File: config.mk
export PLATFORM = sky130hd
export DESIGN_NAME = serial_frame_tx
export DESIGN_NICKNAME = d
export VERILOG_FILES = /design/src/rtl/serial_frame_tx.sv
export SDC_FILE = /design/constraint.sdc
export NUM_CORES = 1
export LEC_CHECK = 0
export ABC_CLOCK_PERIOD_IN_PS = 3500
export CORE_ASPECT_RATIO = 1.25
export CORE_MARGIN = 2
export CORE_UTILIZATION = 59
export DETAILED_ROUTE_END_ITERATION = 10
export PLACE_DENSITY = 0.84
export SETUP_SLACK_MARGIN = 0.02
export SKIP_CTS_REPAIR_TIMING = 1
export SLEW_MARGIN = 20
export SYNTH_ARGS = -nofsm -noshare
export SYNTH_HDL_FRONTEND = slang
export SYNTH_SLANG_ARGS = --single-unit
File: constraint.sdc
create_clock -name clk -period 3.5 [get_ports clk]
set_clock_uncertainty 0.15 [all_clocks]
set_input_delay 0.525 -clock clk [delete_from_list [all_inputs] [get_ports clk]]
set_output_delay 0.525 -clock clk [all_outputs]
set_load 0.005 [all_outputs]
File: src/rtl/serial_frame_tx.sv
// serial_frame_tx: LSB-first serial frame transmitter.
// Frame: start bit (0), DATA_W data bits, optional even-parity bit, STOP_BITS
// stop bits (1). Every bit is held for CLKS_PER_BIT clk cycles.
// Optional feature macro: PARITY_EN (adds one even-parity bit after the data).
// Handshake: a word transfers on a rising edge where valid_in and ready_out are
// both high; ready_out is high in IDLE and in the last cycle of the last stop
// bit, so a waiting producer gets back-to-back frames with no idle gap.
// dbg_state exposes the FSM state (0=IDLE 1=START 2=DATA 3=PARITY 4=STOP).
module serial_frame_tx #(
   parameter int DATA_W       = 8,
   parameter int CLKS_PER_BIT = 4,
   parameter int STOP_BITS    = 1
) (
   input  logic              clk,
   input  logic              rst,
   input  logic [DATA_W-1:0] data_in,
   input  logic              valid_in,
   output logic              ready_out,
   output logic              tx_out,
   output logic              busy,
   output logic [2:0]        dbg_state
);

   localparam int CW = $clog2(CLKS_PER_BIT + 1);
   localparam int BW = $clog2(DATA_W + 1);

   localparam logic [CW-1:0] C_LOAD   = CW'(CLKS_PER_BIT - 1);
   localparam logic [CW-1:0] C_ONE    = CW'(1);
   localparam logic [CW-1:0] C_ZERO   = CW'(0);
   localparam logic [BW-1:0] C_NBITS  = BW'(DATA_W);
   localparam logic [BW-1:0] C_BIT1   = BW'(1);
   localparam logic          C_STOP_LOAD = 1'(STOP_BITS - 1);
   // With one-cycle bits and a single stop bit, the stop bit is its own last cycle.
   localparam logic          C_FAST_RDY  = (CLKS_PER_BIT == 1) && (STOP_BITS == 1);
   localparam logic          C_CPB_ONE   = (CLKS_PER_BIT == 1);

   typedef enum logic [2:0] {
      S_IDLE   = 3'd0,
      S_START  = 3'd1,
      S_DATA   = 3'd2,
      S_PARITY = 3'd3,
      S_STOP   = 3'd4
   } state_t;

   state_t            r_state;
   logic [DATA_W-1:0] r_shift;
   logic [CW-1:0]     r_cnt;
   logic [BW-1:0]     r_bit_cnt;
   logic              r_stop_cnt;
   logic              r_tx;
   logic              r_busy;
   logic              r_ready;
`ifdef PARITY_EN
   logic              r_parity;
`endif

   // Frame sequencer: state, counters, shift register and registered outputs.
   always_ff @(posedge clk or negedge rst) begin
      if (!rst) begin
         r_state    <= S_IDLE;
         r_shift    <= '0;
         r_cnt      <= C_ZERO;
         r_bit_cnt  <= '0;
         r_stop_cnt <= 1'b0;
         r_tx       <= 1'b1;
         r_busy     <= 1'b0;
         r_ready    <= 1'b1;
`ifdef PARITY_EN
         r_parity   <= 1'b0;
`endif
      end else begin
         case (r_state)
            S_IDLE: begin
               r_tx    <= 1'b1;
               r_busy  <= 1'b0;
               r_ready <= 1'b1;
               if (valid_in) begin
                  r_state <= S_START;
                  r_shift <= data_in;
                  r_cnt   <= C_LOAD;
                  r_tx    <= 1'b0;
                  r_busy  <= 1'b1;
                  r_ready <= 1'b0;
`ifdef PARITY_EN
                  r_parity <= ^data_in;
`endif
               end
            end

            S_START: begin
               if (r_cnt == C_ZERO) begin
                  r_state   <= S_DATA;
                  r_tx      <= r_shift[0];
                  r_shift   <= r_shift >> 1;
                  r_bit_cnt <= C_BIT1;
                  r_cnt     <= C_LOAD;
               end else begin
                  r_cnt <= r_cnt - C_ONE;
               end
            end

            S_DATA: begin
               if (r_cnt == C_ZERO) begin
                  if (r_bit_cnt == C_NBITS) begin
`ifdef PARITY_EN
                     r_state <= S_PARITY;
                     r_tx    <= r_parity;
                     r_cnt   <= C_LOAD;
`else
                     r_state    <= S_STOP;
                     r_tx       <= 1'b1;
                     r_cnt      <= C_LOAD;
                     r_stop_cnt <= C_STOP_LOAD;
                     r_ready    <= C_FAST_RDY;
`endif
                  end else begin
                     r_tx      <= r_shift[0];
                     r_shift   <= r_shift >> 1;
                     r_bit_cnt <= r_bit_cnt + C_BIT1;
                     r_cnt     <= C_LOAD;
                  end
               end else begin
                  r_cnt <= r_cnt - C_ONE;
               end
            end

            S_PARITY: begin
               if (r_cnt == C_ZERO) begin
                  r_state    <= S_STOP;
                  r_tx       <= 1'b1;
                  r_cnt      <= C_LOAD;
                  r_stop_cnt <= C_STOP_LOAD;
                  r_ready    <= C_FAST_RDY;
               end else begin
                  r_cnt <= r_cnt - C_ONE;
               end
            end

            S_STOP: begin
               if (r_cnt != C_ZERO) begin
                  // ready rises for the final cycle of the final stop bit.
                  r_cnt   <= r_cnt - C_ONE;
                  r_ready <= (r_cnt == C_ONE) && !r_stop_cnt;
               end else if (r_stop_cnt) begin
                  r_stop_cnt <= 1'b0;
                  r_cnt      <= C_LOAD;
                  r_ready    <= C_CPB_ONE;
               end else if (valid_in) begin
                  // Back-to-back accept: next start bit follows with no gap.
                  r_state <= S_START;
                  r_shift <= data_in;
                  r_cnt   <= C_LOAD;
                  r_tx    <= 1'b0;
                  r_busy  <= 1'b1;
                  r_ready <= 1'b0;
`ifdef PARITY_EN
                  r_parity <= ^data_in;
`endif
               end else begin
                  r_state <= S_IDLE;
                  r_tx    <= 1'b1;
                  r_busy  <= 1'b0;
                  r_ready <= 1'b1;
               end
            end

            default: begin
               r_state <= S_IDLE;
               r_tx    <= 1'b1;
               r_busy  <= 1'b0;
               r_ready <= 1'b1;
            end
         endcase
      end
   end

   assign ready_out = r_ready;
   assign tx_out    = r_tx;
   assign busy      = r_busy;
   assign dbg_state = r_state;

endmodule
==> Word level (Yosys, flattened, before mapping) <==
Cells that the tools add are included.
{ "op_classes": {"bitwise": 2, "muxes": 45, "mul": 0, "div_mod_pow": 0, "n_eq_ne": 14, "n_lt_le_gt_ge": 0, "shifts": 0, "n_reduce_logical": 17, "addsub": 2} }
{ "op_table": {"columns": ["operator", "n"], "rows": [
  ["8-bit 2-to-1 mux", 6],
  ["3-bit 2-to-1 mux", 11],
  ["8-bit one-hot mux with 4 select lines", 1],
  ["1-bit 2-to-1 mux", 17],
  ["2-bit != test (second input constant)", 8],
  ["3-bit one-hot mux with 5 select lines", 1],
  ["4-bit 2-to-1 mux", 3],
  ["1-bit one-hot mux with 5 select lines", 2],
  ["5-bit AND reduction", 2],
  ["3-bit one-hot mux with 3 select lines", 1],
  ["3-bit nonzero test", 3],
  ["4-bit one-hot mux with 2 select lines", 1],
  ["4-bit AND reduction", 2],
  ["7-bit AND reduction", 1],
  ["3-bit by 1-bit equality test with 1-bit output (second input constant)", 2],
  ["3-bit by 2-bit equality test with 1-bit output (second input constant)", 2],
  ["3-bit zero test", 2],
  ["1-bit one-hot mux with 3 select lines", 2],
  ["6-bit AND reduction", 1],
  ["4-bit by 1-bit adder with 4-bit output (second input constant)", 1],
  ["4-bit equality test (second input constant)", 1],
  ["4-bit nonzero test", 1],
  ["3-bit equality test (second input constant)", 1],
  ["3-bit AND reduction", 1],
  ["other kinds (6)", 7]
]} }
{ "totals": {"in_bits": 11, "latch_bits": 0, "mem_bits_rw": 0, "rom_bits": 0, "n_memories": 0, "regBits": 22} }

==> Depth between registers and ports, before layout <==
{ "logic_depth": {"word_depth": 4, "mapped_depth": 7} }

==> Worst setup path after synthesis <==
Ideal clock, no wire load.
{ "synth_path": {"kind": "flip-flop to flip-flop", "from": "reg r_cnt[0]", "to": "reg r_shift[0]", "arrival_ns": 1.661, "synth_period_minus_slack_ns": 1.936, "required_ns": 3.225, "setup_ns": 0.125, "path_slack_ns": 1.564, "path_stages_with_launch": 8, "path_buffers": 1, "path_cell_list": "dfrtp_1 inv_1 ha_1 nand3b_1 a211oi_1 o31a_1 buf_6 mux2_4"} }
{ "synth_between": {"elab_chain_len": 3} }
{ "synth_rtl": {"columns": ["item", "line", "text"], "rows": [
  ["from (decl)", "47", "logic [CW-1:0] r_cnt;"],
  ["from (signal assigned)", "98", "r_cnt <= r_cnt - C_ONE;"],
  ["from (signal assigned)", "123", "r_cnt <= r_cnt - C_ONE;"],
  ["from (signal assigned)", "135", "r_cnt <= r_cnt - C_ONE;"],
  ["3-bit nonzero test / 3-bit zero test (equally long branches)", "140, 91, 103", null],
  ["2-bit != test (no source line)", null, null],
  ["6-bit AND reduction (no source line) (*)", null, null],
  ["to (signal assigned)", "94", "r_shift <= r_shift >> 1;"],
  ["to (signal assigned)", "118", "r_shift <= r_shift >> 1;"],
  ["to (signal assigned)", "151", "r_shift <= data_in;"],
  ["to (decl)", "46", "logic [DATA_W-1:0] r_shift;"]
]} }
Mark *: on every way between the ends. The rest lies on a longest branch, timed or not.
A chain may end at the register's enable or synchronous reset.

==> Worst setup path after layout <==
{ "layout_path": {"from": "reg r_cnt[0]", "to": "reg r_shift[1]"} }
The elaborated chain is that of the path after synthesis.

==> flow_summary.json <==
{
  "status": "complete, no violations",
  "htreeDepth": 1,
  "use_met3_pct": 2.85,
  "vdd_drop_max_mv": 0.511,
  "hold_class": "reg2reg",
  "hold_path_depth": 1,
  "antenna_found_initial": 0,
  "syn_area_per_cell_um2": 10.8,
  "r2r_slack_ns": 0.96,
  "vias": 1011,
  "route.detailed.drc": 0,
  "ant_nets": 0,
  "cts_buffers": 3,
  "place_congestion": 0.808,
  "cp_max_fo": 12,
  "syn_to_final_growth_pct": 13.0,
  "yosys.area_share.simple_pct": 15.4,
  "cts_tree": "done",
  "synth_fa_ha_area_share_pct": 4.61,
  "synth_edf_count": 0,
  "slew_headroom_pct": 37.3,
  "whs_ns": 0.371,
  "routed_wl_mm": 2.60,
  "row_count": 19,
  "initial_core_util_pct": 62.0,
  "vias_per_cell": 5.95,
  "setup_viol_count_final": 0,
  "leakagePower_nw": 0.642,
  "synth_area_leaders": "dfrtp_1 (35%), mux2_4 (8.9%), mux2_2 (5.8%)",
  "grt_pass1_wl_mm": 4.45,
  "switchingPower_uw": 537,
  "final_area_um2": 1530,
  "netlist_area_um2": 1360,
  "grt.busiest_layer": "met2",
  "setup_tns_ns": 0,
  "cp_data_required_time_ns": 3.54,
  "path_cells": "inv_1 -> ha_1 -> nand2b_2 -> nor3_2 -> o31a_1 -> mux2_4",
  "finalHoldViolCount": 0,
  "synth.net_count": 142,
  "first_iter_violations": 28,
  "arrival_ns": 2.58,
  "synth_top_area_cell": "dfrtp_1",
  "place_area_um2": 1510,
  "io_pins": 17,
  "io_buffers": 16,
  "synth_cell_types": 47,
  "routedWlPerCell_um": 15.3,
  "maxSlewViolCount": 0,
  "core_area_um2": 2190,
  "clock-sinks": 21,
  "rsz0062_at_grt": "false",
  "internal_power_uw": 845,
  "critPathLaunchType": "flop",
  "synth_mux_area_share_pct": 15.4,
  "synth_top_family_by_area": "compound AO/OA/AOI/OAI gates",
  "cts-root-buf": "clkbuf_4",
  "clockBufferDepth": 2,
  "firstDrtPassIters": 4,
  "cellPowerDensity_nw_per_um2": 902,
  "critPathCaptureType": "flop",
  "track_usage_pct": 22.6,
  "use_met2_pct": 38.4,
  "nFillCells": 177,
  "async_flop_share_pct": 100,
  "cap_violations": 0,
  "ys_seq_area_share_pct": 38.9,
  "synth_flop_cell": "dfrtp_1",
  "critPathBufInv": 1,
  "synth_top_area_share_pct": 35.1,
  "n_antenna_cell": 0,
  "min_period_ns": 2.54,
  "fmax_mhz": 393,
  "dp_hpwl_mm": 1.95,
  "ys_warn_count": 0,
  "dieHeight_um": 57.6,
  "fin_nets": 156,
  "critPathKind": "reg2reg",
  "grt_max_degree": 23,
  "worst_pin_slew_ns": 0.938,
  "die_w_um": 46.9,
  "combPwrFrac_pct": 57.0,
  "grt_use_met1_pct": 28.8,
  "path_clk_slew_ns": 0.12,
  "synth_cells": 126,
  "synth-compound-area-share_pct": 17.7,
  "p_total_mw": 1.38,
  "cp_num_cells": 6,
  "synth-xor-area-share_pct": 2.68,
  "r2r_cells": 6,
  "cp_top_family": "compound AO/OA/AOI/OAI gates",
  "grt_overflow": 0,
  "p_clk_share_pct": 8.2,
  "die-area_um2": 2700,
  "period_share_pct": 72.7,
  "cp_slowest_cell": "o31a_1",
  "timing.final.ws_setup_ns": 0.957,
  "grt_pass1_vias": 1008,
  "max_stage_delay_ns": 0.56,
  "p_seq_share_pct": 34.7,
  "layout-drive-gt1-share_pct": 21.6,
  "clk_latency_ns": 0.30,
  "place_ws_ns": 0.926,
  "p_sw_share_pct": 38.8,
  "ys_ff_latch": 21
}
-- registers in the layout (all words and copies together), names as in the netlist --
signal and count:
ready_out 1, r_shift 8, dbg_state 3, r_bit_cnt 4, r_cnt 3, busy 1
tx_out 1
-- layout by cell type (no fill, tap or decap), types with 3 or more instances in the layout --
| cell | n |
|---|---|
| nor2_1 | 7 |
| dfrtp_1 | 19 |
| inv_1 | 6 |
| mux2_4 | 8 |
| mux2_2 | 7 |
| o21ai_0 | 8 |
| nor2b_1 | 3 |
| a21oi_1 | 4 |
| clkbuf_4 | 3 |
| ha_1 | 5 |
| nand2_1 | 5 |
| nand4_1 | 3 |
| clkdlybuf4s50_1 | 16 |
-- cells in the mapped netlist (3+ instances only) --
master / n
mux2_2: 7
inv_1: 6
nand2_1: 5
mux2_4: 8
a21oi_1: 4
nor2_1: 7
ha_1: 5
nor2b_1: 3
buf_2: 3
dfrtp_1: 19
nand4_1: 3
o21ai_0: 8
-- power by group through the flow --
stage                     combinational [mW]  clock [mW]  sequential, mW
after global placement                 0.756           0           0.477
after floorplan                        0.696           0           0.419
after global routing                   0.864       0.132           0.497
after detailed placement               0.788           0           0.484
after CTS                              0.792       0.120           0.479
final                                  0.788       0.114           0.480
-- logic make-up (layout without fill, tap and decap cells) --
| kind of cell | after synthesis | count (layout) |
|---|---|---|
| adder cells (fa/ha/maj) | 5 | 5 |
| AO/OA/AOI/OAI | 34 | 34 |
| buffers and inverters | 13 | 26 |
| flip-flops | 21 | 21 |
| AND/OR/NAND/NOR | 35 | 35 |
| multiplexers | 16 | 16 |
| XOR/XNOR | 2 | 2 |
-- layout make-up --
class | instances | area, µm² | area share (%)
Tap cell | 31 | 38.8 | 2.53
Sequential cell | 21 | 528 | 34.4
Timing Repair Buffer | 16 | 160 | 10.4
Inverter | 6 | 22.5 | 1.47
Multi-Input combinational cell | 92 | 757 | 49.4
Clock buffer | 4 | 26.3 | 1.71
-- through the flow --
stage               util [%]  cells
floorplan                  -    126
global placement        68.9    166
detailed placement      68.9    166
CTS                     70.1    170
global route            70.1    170
finish                  70.1    170
-- routing by layer --
layer / wire length, µm / part of all wire [%]
met1: 1140 / 44
met4: 35 / 1.3
met3: 52 / 2.0
met2: 1370 / 53
met5: 0 / 0
-- path summary, 6_finish.rpt --
| check | to | from |
|---|---|---|
| min in group asynchronous | r_shift[3] | rst |
| max in group asynchronous | dbg_state[1] | rst |
| min | r_shift[5] | r_shift[5] |
| max reg2reg | r_shift[1] | r_cnt[0] |
| max | r_shift[1] | r_cnt[0] |
| min reg2reg | r_shift[5] | r_shift[5] |
(Power assumes the default switching activity.)
==> patch 1 (config.mk and constraints unchanged) <==
The parameter `CLKS_PER_BIT` goes from 4 to 8.
--- a/src/rtl/serial_frame_tx.sv
+++ b/src/rtl/serial_frame_tx.sv
@@ -10,3 +10,3 @@
    parameter int DATA_W       = 8,
-   parameter int CLKS_PER_BIT = 4,
+   parameter int CLKS_PER_BIT = 8,
    parameter int STOP_BITS    = 1
Check against the original RTL: not equivalent (Yosys sat finds a counterexample within 10 cycles, from zero or initial values and one cycle with rst low).
==> patch 1 against the original RTL <==
Worst hold slack better by 0.0012 ns; setup slack worse by 0.17 ns; routed wire length is 23% higher; cell area increased by 8.2%; synthesized cell count grew 15%; sequential cell count grew 1; synthesized area up 8.8%; total power decreased by 0.62%.
==> patch 1: results (changes against the original RTL) <==
sequential area share after synthesis -> 0.375 (-0.0144)
Leak Pwr -> 0.659 nW (+2.7%)
Via density -> 6.37 (+7.2%)
global placement routability congestion -> 0.821 (+1.6%)
initial antenna violation count -> 0 (unchanged)
CTS Buf Count -> 3 (unchanged)
n_diodes -> 0 (unchanged)
CP max stage delay -> 0.51 ns (-0.05 ns)
layout cells sized above 1 -> 0.195 (-0.0210)
Synth async-reset ratio -> 1.00 (unchanged)
Clock transition at path regs -> 0.13 ns
worst-path fanout max -> 8 (-4)
synthesized net count -> 160 (+13%)
Die Area -> 2920 µm² (+8.1%)
outcome -> finished, final reports clean
final wirelength -> 3200 µm (+23%)
maximum VDD drop -> 0.538 mV (+5.2%)
H-tree levels -> 1 (unchanged)
Slew headroom -> 0.357 (-0.0159)
total negative setup slack -> 0 ns (unchanged)
Netlist cell types -> 44 (-6.4%)
worst hold path class -> flop to flop
global-route wire length before repair -> 5460 µm (+23%)
gr usage total -> 0.246 (+0.0204)
commonest non-fill, non-tap cell in the layout -> dfrtp_1
Max clock buf depth -> 2 (unchanged)
CP max stage cell -> or4bb_1
hpwl dp -> 2220 µm (+14%)
DRT Pass-1 Iters -> 4 (unchanged)
initial DRC count -> 44 (+57%)
vias in the first global route -> 1189 (+18%)
largest net degree at the start of global routing -> 23 (unchanged)
Root Buffer -> clkbuf_4
Synth area leaders -> dfrtp_1 34%, mux2_4 8.1%, mux2_2 6.1%, dfstp_2 3.6%, ha_1 3.4%
placed cell area -> 1620 µm² (+7.2%)
CP delay by family, top -> compound AO/OA/AOI/OAI gates
I/O Buffers -> 16 (unchanged)
Ys Warns -> 0 (unchanged)
Commonest cells post-synth -> 20 x dfrtp_1, 9 x o21ai_0, 8 x clkbuf_1, 8 x mux2_2, 8 x mux2_4
min setup slack post-route -> 0.789 ns (-0.168 ns)
Clock Latency Late Sink -> 0.32 ns (+0.02 ns)
Layout Nets -> 170 (+9.0%)
dpl ws -> 0.886 ns (-0.0397 ns)
Worst EP arrival -> 2.78 ns (+0.20 ns)
biggest regs -> r_shift (8), r_bit_cnt (4), r_cnt (4)
## patch 1: cell count changes after synthesis, moves of 3 or more
cell      unedited run  this run
clkbuf_1             1         8
nor4_1               0         3
a22oi_1              0         4
nor3b_1              0         3
nor3_1               2         5
nand4_1              3         0
## patch 1: kinds of logic (layout without fill, tap and decap cells)
| logic type | count (synthesis) | count (layout) | synth area share |
|---|---|---|---|
| muxes | 20 | 20 | 0.178 |
| xor gates and xnor gates | 1 | 1 | 0.00594 |
| buffers and inverters | 18 | 27 | 0.0619 |
| AOI/OAI and AO/OA | 35 | 35 | 0.158 |
| DFF | 22 | 22 | 0.375 |
| and+or+nand+nor | 44 | 44 | 0.181 |
| adders and majority gates | 5 | 5 | 0.0407 |
## patch 1: cell type report
class,count,area (µm²)
inverters,6,22.5
clock buffers,4,36.3
well taps,33,41.3
fillers,198,744
repair buffers,17,168
multi-input cells,105,837
flip-flops and latches,22,553
## patch 1: path summary, 6_finish.rpt
path | start | end | depth (start not counted)
min reg2reg | r_shift[2] | r_shift[2] | 1
min in group asynchronous | rst | busy | 1
min | r_shift[2] | r_shift[2] | 1
max | r_cnt[0] | r_shift[5] | 6
max reg2reg | r_cnt[0] | r_shift[5] | 6
max in group asynchronous | rst | r_shift[6] | 1
## patch 1: through the flow
step	util	std cells	hold slack [ns]
6_report	0.690	187	0.373
5_1_grt	0.690	187	0.401
4_1_cts	0.688	187	0.377
3_5_place_dp	0.672	183	0.339
3_3_place_gp	0.672	183	0.342
2_1_floorplan	-	145	0.0794
## patch 1: power by group
group	switching, mW	leakage, nW	internal [mW]
Sequential	0.157	0.263	0.373
Combinational	0.305	0.375	0.393
Clock	0.0812	0.0210	0.0637
Total	0.543	0.659	0.830
## patch 1: layer usage
layer | part of all wire | global-route usage | wire, µm | vias up
li1 | - | - | - | 554
met1 | 0.40 | 0.291 | 1270 | 566
met2 | 0.52 | 0.438 | 1650 | 60
met3 | 0.060 | 0.0375 | 192 | 12
met4 | 0.027 | 0.127 | 85 | 0
met5 | 0 | 0 | 0 | -
==> patch 2 (config.mk and constraints unchanged) <==
Made on the original files. Make the reset (`rst`) synchronous in one clocked block.
--- a/src/rtl/serial_frame_tx.sv
+++ b/src/rtl/serial_frame_tx.sv
@@ -57,3 +57,3 @@
    // Frame sequencer: state, counters, shift register and registered outputs.
-   always_ff @(posedge clk or negedge rst) begin
+   always_ff @(posedge clk) begin
       if (!rst) begin
Behaviour: differs if rst is asserted again (counterexample within 4 cycles, from zero or initial values and one cycle with rst low); with rst held inactive, the same outputs for 10 cycles.
==> patch 2 against the original RTL <==
Synthesized area down 3.7%; first-iteration DRC count shrank 39%; sequential cell count is the same; count of clock-buffer cells in the layout down 1; routed wire length fell by 1.5%; largest cell class unchanged; cell area is 3.7% lower; critical endpoint is now dbg_state[2]; setup slack got worse by 0.0028 ns.
Power is not compared: it rests on default switching activity, and its combinational part moved more than twofold at a synthesized area within 25%.
==> patch 2: results (changes against the original RTL) <==
outcome -> finished, final reports clean
Netlist cell types -> 45 (-4.3%)
gr usage total -> 0.230 (+0.00471)
worst-path fanout max -> 24 (+12)
Layout Nets -> 179 (+15%)
post-synthesis xor/xnor area fraction -> 0.00670 (-0.0200)
global placement routability congestion -> 0.816 (+0.93%)
CP delay by family, top -> flip-flops
largest net degree at the start of global routing -> 25 (+8.7%)
R2R Setup Slk -> 1.13 ns (+0.17 ns)
worst r2r src -> r_cnt[0]
Slew @ Worst Pin -> 0.864 ns (-0.0734 ns)
crit path to -> dbg_state[2]
vias in the first global route -> 993 (-1.5%)
final wirelength -> 2560 µm (-1.5%)
sequential area share after synthesis -> 0.322 (-0.0675)
Synth async-reset ratio -> 0 (-1.00)
Worst EP arrival -> 1.87 ns (-0.71 ns)
initial DRC count -> 17 (-39%)
Critical Path Start -> dbg_state[2]
post-synthesis mux area share -> 0.0536 (-0.100)
global-route wire length before repair -> 4460 µm (+0.31%)
layout cells sized above 1 -> 0.0617 (-0.154)
Synth Area in Compound Gates -> 0.284 (+0.107)
placed cell area -> 1450 µm² (-3.8%)
CP max stage delay -> 0.91 ns (+0.35 ns)
Synth Flop Type -> dfxtp_1
synthesized net count -> 166 (+17%)
==> patch 2: changes by cell type after synthesis, sizes merged, moves of 4 or more <==
cell and delta:
a21oi +17, dfrtp -19, dfxtp +21, inv +4, mux2 -15, mux2i +6, nand3 +4, o31ai +9
==> patch 2: metrics by stage <==
step                      power [mW]  hold slack [ns]  utilization  setup WS (ns)  instances
after floorplan                0.515            0.295            -           1.65        150
after global placement         0.567            0.307        0.677           1.01        179
after detailed placement       0.577            0.319        0.677          0.958        179
after CTS                      0.698            0.336        0.690          0.975        183
after global routing           0.743            0.373        0.690          0.870        183
final                          0.694            0.342        0.690          0.954        183
==> patch 2: layer usage <==
| layer | vias up | global-route usage | part of all wire |
|---|---|---|---|
| li1 | 581 | - | - |
| met1 | 548 | 0.304 | 0.46 |
| met2 | 22 | 0.351 | 0.49 |
| met3 | 5 | 0.0386 | 0.031 |
| met4 | 0 | 0.114 | 0.020 |
| met5 | - | 0 | 0 |
==> patch 2: worst min-delay path by stage <==
stage	slack, ns	from	end	cells after the start
finish	0.34	r_shift[7]	r_shift[7]	2
global route	0.37	r_shift[7]	r_shift[7]	2
CTS	0.34	r_shift[7]	r_shift[7]	2
detailed placement	0.32	r_shift[7]	r_shift[7]	2
global placement	0.31	r_bit_cnt[3]	r_bit_cnt[3]	2
floorplan	0.29	r_bit_cnt[3]	r_bit_cnt[3]	2
==> patch 2: cells by family (layout without fill, tap and decap cells) <==
family                     count (synthesis)  after routing
adders and majority gates                  5              5
muxes                                      7              7
buffers and inverters                     18             30
xor gates and xnor gates                   1              1
AOI/OAI and AO/OA                         53             53
DFF                                       21             21
and+or+nand+nor                           45             45
==> patch 2: where the power goes <==
part / leakage (nW) / internal, mW / switching (mW)
Sequential: 0.173 / 0.277 / 0.0381
Clock: 0.0177 / 0.0428 / 0.0788
Combinational: 0.346 / 0.122 / 0.136
Total: 0.537 / 0.442 / 0.252
==> patch 2: layout make-up <==
| cell class | instances | area [µm²] |
|---|---|---|
| multi-input combinational | 111 | 805 |
| fill | 166 | 663 |
| clock inverter | 1 | 5.00 |
| clock buffer | 3 | 22.5 |
| inverter | 10 | 37.5 |
| tap | 21 | 26.3 |
| sequential | 21 | 420 |
| timing repair buffer | 16 | 160 |
